$ cat config.mk
export PLATFORM = sky130hd
export DESIGN_NAME = inst_fetch_unit
export DESIGN_NICKNAME = d
export VERILOG_FILES = /design/src/rtl/inst_fetch_unit_pkg.sv /design/src/rtl/inst_fetch_unit_fifo.sv /design/src/rtl/inst_fetch_unit.sv
export SDC_FILE = /design/constraint.sdc
export NUM_CORES = 1
export LEC_CHECK = 0
export ABC_CLOCK_PERIOD_IN_PS = 5050
export CELL_PAD_IN_SITES_DETAIL_PLACEMENT = 0
export CELL_PAD_IN_SITES_GLOBAL_PLACEMENT = 2
export CORE_MARGIN = 2
export CORE_UTILIZATION = 35
export CTS_CLUSTER_SIZE = 12
export DETAILED_ROUTE_END_ITERATION = 8
export MAX_ROUTING_LAYER = met4
export PLACE_DENSITY = 0.88
export SLEW_MARGIN = 15
export SYNTH_ARGS = -nofsm -noshare
export SYNTH_HDL_FRONTEND = slang
export SYNTH_HIERARCHICAL = 1
export SYNTH_SLANG_ARGS = --single-unit
$ cat constraint.sdc
create_clock -name clk -period 5.05 [get_ports clk]
set_input_delay 0.505 -clock clk [delete_from_list [all_inputs] [get_ports clk]]
set_output_delay 0.505 -clock clk [all_outputs]
set_load 0.02 [all_outputs]
$ cat src/rtl/inst_fetch_unit_pkg.sv
`default_nettype none
// ============================================================================
// Module      : inst_fetch_unit_pkg
// Description : Widths, opcode constants, fetch-buffer entry type and the
//               J-type immediate decoder used by the instruction fetch unit.
// Revision    : 1.0 - initial release
// ============================================================================
package inst_fetch_unit_pkg;

    localparam int          ADDR_LEN         = 32;   // imem word-index width
    localparam int          INST_LEN         = 32;   // instruction width
    localparam logic [6:0]  OPC_JAL          = 7'b1101111;
    localparam logic [31:0] DEFAULT_RESET_PC = 32'h0000_0000;

    // One fetch-buffer slot: byte PC, raw instruction, predicted-taken flag.
    typedef struct packed {
        logic [31:0]         pc;
        logic [INST_LEN-1:0] inst;
        logic                pred;
    } if_entry_t;

    // Sign-extended JAL byte offset.
    function automatic logic [31:0] jal_imm(input logic [INST_LEN-1:0] inst);
        return {{12{inst[31]}}, inst[19:12], inst[20], inst[30:21], 1'b0};
    endfunction

endpackage : inst_fetch_unit_pkg
`default_nettype wire

$ cat src/rtl/inst_fetch_unit_fifo.sv
`default_nettype none
// ============================================================================
// Module      : if_fifo
// Description : DEPTH-entry synchronous FIFO of fetch entries with flush,
//               same-cycle push/pop and asynchronous reset. The head entry is
//               read straight from storage, so the outputs are registered.
// Ports       : clk, rst        - clock, async active-high reset
//               flush_i         - drop all entries (dominates push/pop)
//               push_i, data_i  - write data_i at the tail
//               pop_i           - advance the head (ignored when empty)
//               valid_o, head_o - head entry and its valid flag
//               full_o          - all DEPTH slots occupied
// Revision    : 1.0 - initial release
// ============================================================================
module if_fifo
    import inst_fetch_unit_pkg::*;
#(
    parameter int DEPTH = 2
) (
    input  logic      clk,
    input  logic      rst,
    input  logic      flush_i,
    input  logic      push_i,
    input  if_entry_t data_i,
    input  logic      pop_i,
    output logic      valid_o,
    output if_entry_t head_o,
    output logic      full_o
);

    localparam int AW = $clog2(DEPTH);
    localparam int CW = $clog2(DEPTH + 1);

    if_entry_t         mem_q [DEPTH];
    logic [AW-1:0]     wr_ptr_q;
    logic [AW-1:0]     rd_ptr_q;
    logic [CW-1:0]     count_q;
    logic              do_push;
    logic              do_pop;

    assign do_push = push_i && !flush_i;
    assign do_pop  = pop_i && (count_q != '0) && !flush_i;

    always_ff @(posedge clk or posedge rst) begin
        if (rst) begin
            for (int i = 0; i < DEPTH; i++) begin
                mem_q[i] <= '0;
            end
            wr_ptr_q <= '0;
            rd_ptr_q <= '0;
            count_q  <= '0;
        end else if (flush_i) begin
            wr_ptr_q <= '0;
            rd_ptr_q <= '0;
            count_q  <= '0;
        end else begin
            // A push into a full FIFO is only requested alongside a pop; the
            // slot being overwritten is the head that leaves this cycle.
            if (do_push) begin
                mem_q[wr_ptr_q] <= data_i;
                wr_ptr_q        <= wr_ptr_q + AW'(1);
            end
            if (do_pop) begin
                rd_ptr_q <= rd_ptr_q + AW'(1);
            end
            case ({do_push, do_pop})
                2'b10:   count_q <= count_q + CW'(1);
                2'b01:   count_q <= count_q - CW'(1);
                default: count_q <= count_q;
            endcase
        end
    end

    assign valid_o = (count_q != '0);
    assign full_o  = (count_q == CW'(DEPTH));
    assign head_o  = mem_q[rd_ptr_q];

endmodule : if_fifo
`default_nettype wire

$ cat src/rtl/inst_fetch_unit.sv
`default_nettype none
// ============================================================================
// Module      : inst_fetch_unit
// Description : Instruction fetch unit. Owns the fetch PC, drives the
//               combinational instruction-memory read address every cycle,
//               buffers {pc, inst, pred} entries and presents them to decode
//               over valid/ready. Redirects flush the buffer and reload PC.
// Config      : IF_JAL_PREDICT_EN - when defined, a fetched JAL steers the
//               next fetch to its target and marks the entry pred_taken.
// Ports       : clk, rst                 - clock, async active-high reset
//               imem_raddr_o, imem_rdata_i - memory word index / read data
//               redirect_i, redirect_pc_i  - redirect from execute
//               inst_valid_o, inst_ready_i - decode handshake
//               inst_o, pc_o, pred_taken_o - head entry
// Revision    : 1.0 - initial release
// ============================================================================
module inst_fetch_unit
    import inst_fetch_unit_pkg::*;
#(
    parameter logic [31:0] RESET_PC = DEFAULT_RESET_PC,
    parameter int          DEPTH    = 2
) (
    input  logic                clk,
    input  logic                rst,
    output logic [ADDR_LEN-1:0] imem_raddr_o,
    input  logic [INST_LEN-1:0] imem_rdata_i,
    input  logic                redirect_i,
    input  logic [31:0]         redirect_pc_i,
    output logic                inst_valid_o,
    input  logic                inst_ready_i,
    output logic [INST_LEN-1:0] inst_o,
    output logic [31:0]         pc_o,
    output logic                pred_taken_o
);

    logic [31:0] fetch_pc_q;
    logic [31:0] fetch_pc_d;
    logic [31:0] next_pc;
    logic        pred;
    logic        push;
    logic        pop;
    logic        fifo_full;
    if_entry_t   push_entry;
    if_entry_t   head;

    // Word index; low two PC bits never reach the memory.
    assign imem_raddr_o = ADDR_LEN'(fetch_pc_q >> 2);

    always_comb begin
        next_pc = fetch_pc_q + 32'd4;
        pred    = 1'b0;
`ifdef IF_JAL_PREDICT_EN
        if (imem_rdata_i[6:0] == OPC_JAL) begin
            next_pc = fetch_pc_q + jal_imm(imem_rdata_i);
            pred    = 1'b1;
        end
`endif
    end

    // A pop on the redirect cycle is harmless: the flush empties the FIFO.
    assign pop  = inst_valid_o && inst_ready_i;
    assign push = !redirect_i && (!fifo_full || pop);

    assign push_entry = '{pc: fetch_pc_q, inst: imem_rdata_i, pred: pred};

    always_comb begin
        fetch_pc_d = fetch_pc_q;
        if (redirect_i) begin
            fetch_pc_d = redirect_pc_i;
        end else if (push) begin
            fetch_pc_d = next_pc;
        end
    end

    always_ff @(posedge clk or posedge rst) begin
        if (rst) begin
            fetch_pc_q <= RESET_PC;
        end else begin
            fetch_pc_q <= fetch_pc_d;
        end
    end

    if_fifo #(
        .DEPTH (DEPTH)
    ) u_fifo (
        .clk     (clk),
        .rst     (rst),
        .flush_i (redirect_i),
        .push_i  (push),
        .data_i  (push_entry),
        .pop_i   (pop),
        .valid_o (inst_valid_o),
        .head_o  (head),
        .full_o  (fifo_full)
    );

    assign inst_o       = head.inst;
    assign pc_o         = head.pc;
    assign pred_taken_o = head.pred;   // always stored as 0 without prediction

endmodule : inst_fetch_unit
`default_nettype wire

==> flow_summary.toml <==
[drt]
drtPass1Iterations = 4
routed_wl_microns = 18100
drcViolationCount = 0
drtAntennaViolNets = 0
drt_iter0_drc = 177
vias = 5195
drt-wirelength-per-cell_microns = 17.6
vias_per_cell = 5.04

[run_status]
status = "finished, final reports clean"

[logic_synthesis]
syn_avg_cell_area_sq_um = 13.1
synth-seq-cells = 166
synth_ff_type = "dfrtp_1"
seq_area_frac_synth_pct = 52.0
syn_inst = 611
yosys_warnings = 6
synthArstFlopShare_pct = 100
syn-cell-area_sq_mm = 0.00799
synth_cell_type_count = 47
synth-edff-count = 0

[cts]
clkTransAtPathRegs_ps = 60
cts_buffer_depth = 2
cts_resized = 0
htreeDepth = 4
postCtsSetupBuffers = 0
cts_root_buffer = "clkbuf_16"
cts_inserted_buffers = 17
cts_tree = "built"
clk_latency_ps = 420
cts_sinks = 166
cts-hold-fix-buffers = 0

[finish]
fin_cells = 1031
final_cell_mix = "175 x mux2_2, 165 x dfrtp_1, 163 x clkdlybuf4s50_1, 23 x mux2_1, 21 x nand2_1"
area_delta_synth_final_pct = 27.2
nNetsFinal = 806
diodes = 0
layout-drive-gt1-share_pct = 29.8
mostFrequentLayoutCell = "mux2_2"

[pwr]
switching_share_pct = 28.5
p_leak_nw = 4.07
clkPwrFrac_pct = 28.5
p_comb_share_pct = 29.2
power.density_mw_per_mm2 = 450
internal-power_mw = 3.27
p_sw_mw = 1.30
p_seq_share_pct = 42.3
vdd_drop_max_uv = 186
power.total_mw = 4.57

[worst_setup_path]
worstSetupStartpointType = "register"
worstPathArrival_ps = 2520
critPathMaxStageDelay_ps = 1070
path_cells = "mux2_2, clkdlybuf4s50_1"
end_kind = "output pin"
crit_required_ps = 4550
cpMaxStageDelayCell = "dfrtp_4"
path_class = "register to output pin"
crit_fanout = 66

[placed_design]
place.port_buffers = 163
hpwl_microns = 12000
placed_cells = 1003
gp_congestion = 0.793

[timing]
setup_violations = 0
period_share_pct = 59.9
hold_viol = 0
rsz0062_at_grt = "false"
worstMarginPinSlew_ps = 992
setup_tns_ps = 0
skew_ps = 15.0
timing.final.crit_period_ps = 3020
report.final.slew_viol_count = 0
fmax_mhz = 331
timing.slew.headroom_pct = 33.9

[floorplan]
io-pin-count = 166
rows = 55
die_height_microns = 155
die_area_sq_mm = 0.0240
die_w_microns = 155
core-area_sq_mm = 0.0225
start_util_pct = 35.5

[grt]
grt_max_degree = 98
grt_overflow = 0
grt_pass1_vias = 5633
grt_pass1_wl_microns = 29900
grt_usage_pct = 16.1
grt_antenna_before_repair = 0

[min_path]
min_path_type = "register to register"

[flow_run]
drv_cap = 0
## path summary, 6_finish.rpt
check                                                    from                            end  slack, ps  cells past startpoint
worst max-delay path              u_fifo/rd_ptr_q$_DFFE_PP0P_                       pc_o[15]       2030                      2
worst min-delay path            u_fifo/mem_q[113]$_DFFE_PP0P_  u_fifo/mem_q[113]$_DFFE_PP0P_        480                      1
worst max register to register  u_fifo/count_q[1]$_DFFE_PP0P_   u_fifo/mem_q[80]$_DFFE_PP0P_       2190                      8
worst min register to register  u_fifo/mem_q[113]$_DFFE_PP0P_  u_fifo/mem_q[113]$_DFFE_PP0P_        480                      1
max in group asynchronous                                 rst   u_fifo/mem_q[12]$_DFFE_PP0P_       3300                      3
min in group asynchronous                                 rst      fetch_pc_q[8]$_DFFE_PP0P_        630                      3
## cell type report
class / count / area (sq um)
clock buffers: 19 / 453
clock inverters: 9 / 130
fillers: 2040 / 12300
inverters: 7 / 31.3
multi-input cells: 376 / 3350
flip-flops and latches: 166 / 4160
well taps: 285 / 357
repair buffers: 169 / 1680
## critical path: cells and delay by family (launching register included)
family	cells	cell delay, ps
flops	1	1070
buf+inv	1	580
mux	1	420
## power groups by stage
stage	logic (mW)	clock network [mW]	registers, mW
after global routing	1.43	1.40	2.00
after CTS	1.35	1.34	1.94
final	1.33	1.30	1.93
after global placement	1.31	0	1.93
after floorplan	0.895	0	1.87
after detailed placement	1.35	0	1.96
## cells by family after synthesis
| group | share of synthesized area [%] |
|---|---|
| other | 0.0470 |
| muxes | 28.3 |
| AOI/OAI and AO/OA | 4.17 |
| xor gates and xnor gates | 1.43 |
| adders and majority gates | 0.157 |
| and+or+nand+nor | 7.65 |
| DFF | 52.0 |
| buffers and inverters | 6.24 |
## stage by stage
stage | hold WS, ps | worst slack, ps | utilization, % | area (sq um)
floorplan | 454 | 962 | - | 8000
global placement | 463 | 1900 | 42.5 | 9570
detailed placement | 474 | 1770 | 42.5 | 9570
CTS | 487 | 1980 | 45.1 | 10200
global route | 514 | 1910 | 45.1 | 10200
finish | 483 | 2030 | 45.1 | 10200
## routing by layer
| layer | global-route usage [%] | part of all wire, % | wire, microns | up-vias |
|---|---|---|---|---|
| met5 | - | 0 | 0 | - |
| met4 | 3.35 | 0.75 | 136 | 0 |
| met3 | 3.29 | 3.6 | 650 | 8 |
| met2 | 27.0 | 50 | 9070 | 123 |
| met1 | 20.2 | 46 | 8250 | 2629 |
| li1 | - | - | - | 2435 |
## flip-flops by register name, indices dropped and copies added (netlist names)
name             flops
u_fifo/mem_q       130
fetch_pc_q          32
u_fifo/count_q       2
u_fifo/rd_ptr_q      1
u_fifo/wr_ptr_q      1
## synthesized netlist by cell type (2+ instances only)
library cell	number	area [sq um]
or4_1	14	105
nor3_1	2	10.0
buf_4	33	248
nand3_1	14	70.1
o211ai_1	2	15.0
nand2_1	21	78.8
and2_1	2	12.5
xor2_1	3	26.3
a311o_1	2	20.0
buf_2	11	55.1
mux2_1	23	259
or3_2	4	30.0
mux2i_1	3	30.0
buf_6	12	135
nor2_1	20	75.1
and3_1	3	18.8
dfrtp_1	166	4150
o31ai_1	11	82.6
and4_1	2	17.5
a31oi_1	13	81.3
or2_2	3	18.8
xnor2_1	10	87.6
nor4_1	2	12.5
clkbuf_1	9	33.8
nand4_1	8	50.1
mux2_2	175	1970
o21ai_0	15	75.1
inv_1	7	26.3
nor4b_1	3	26.3
Power figures use the tool's default switching activity.
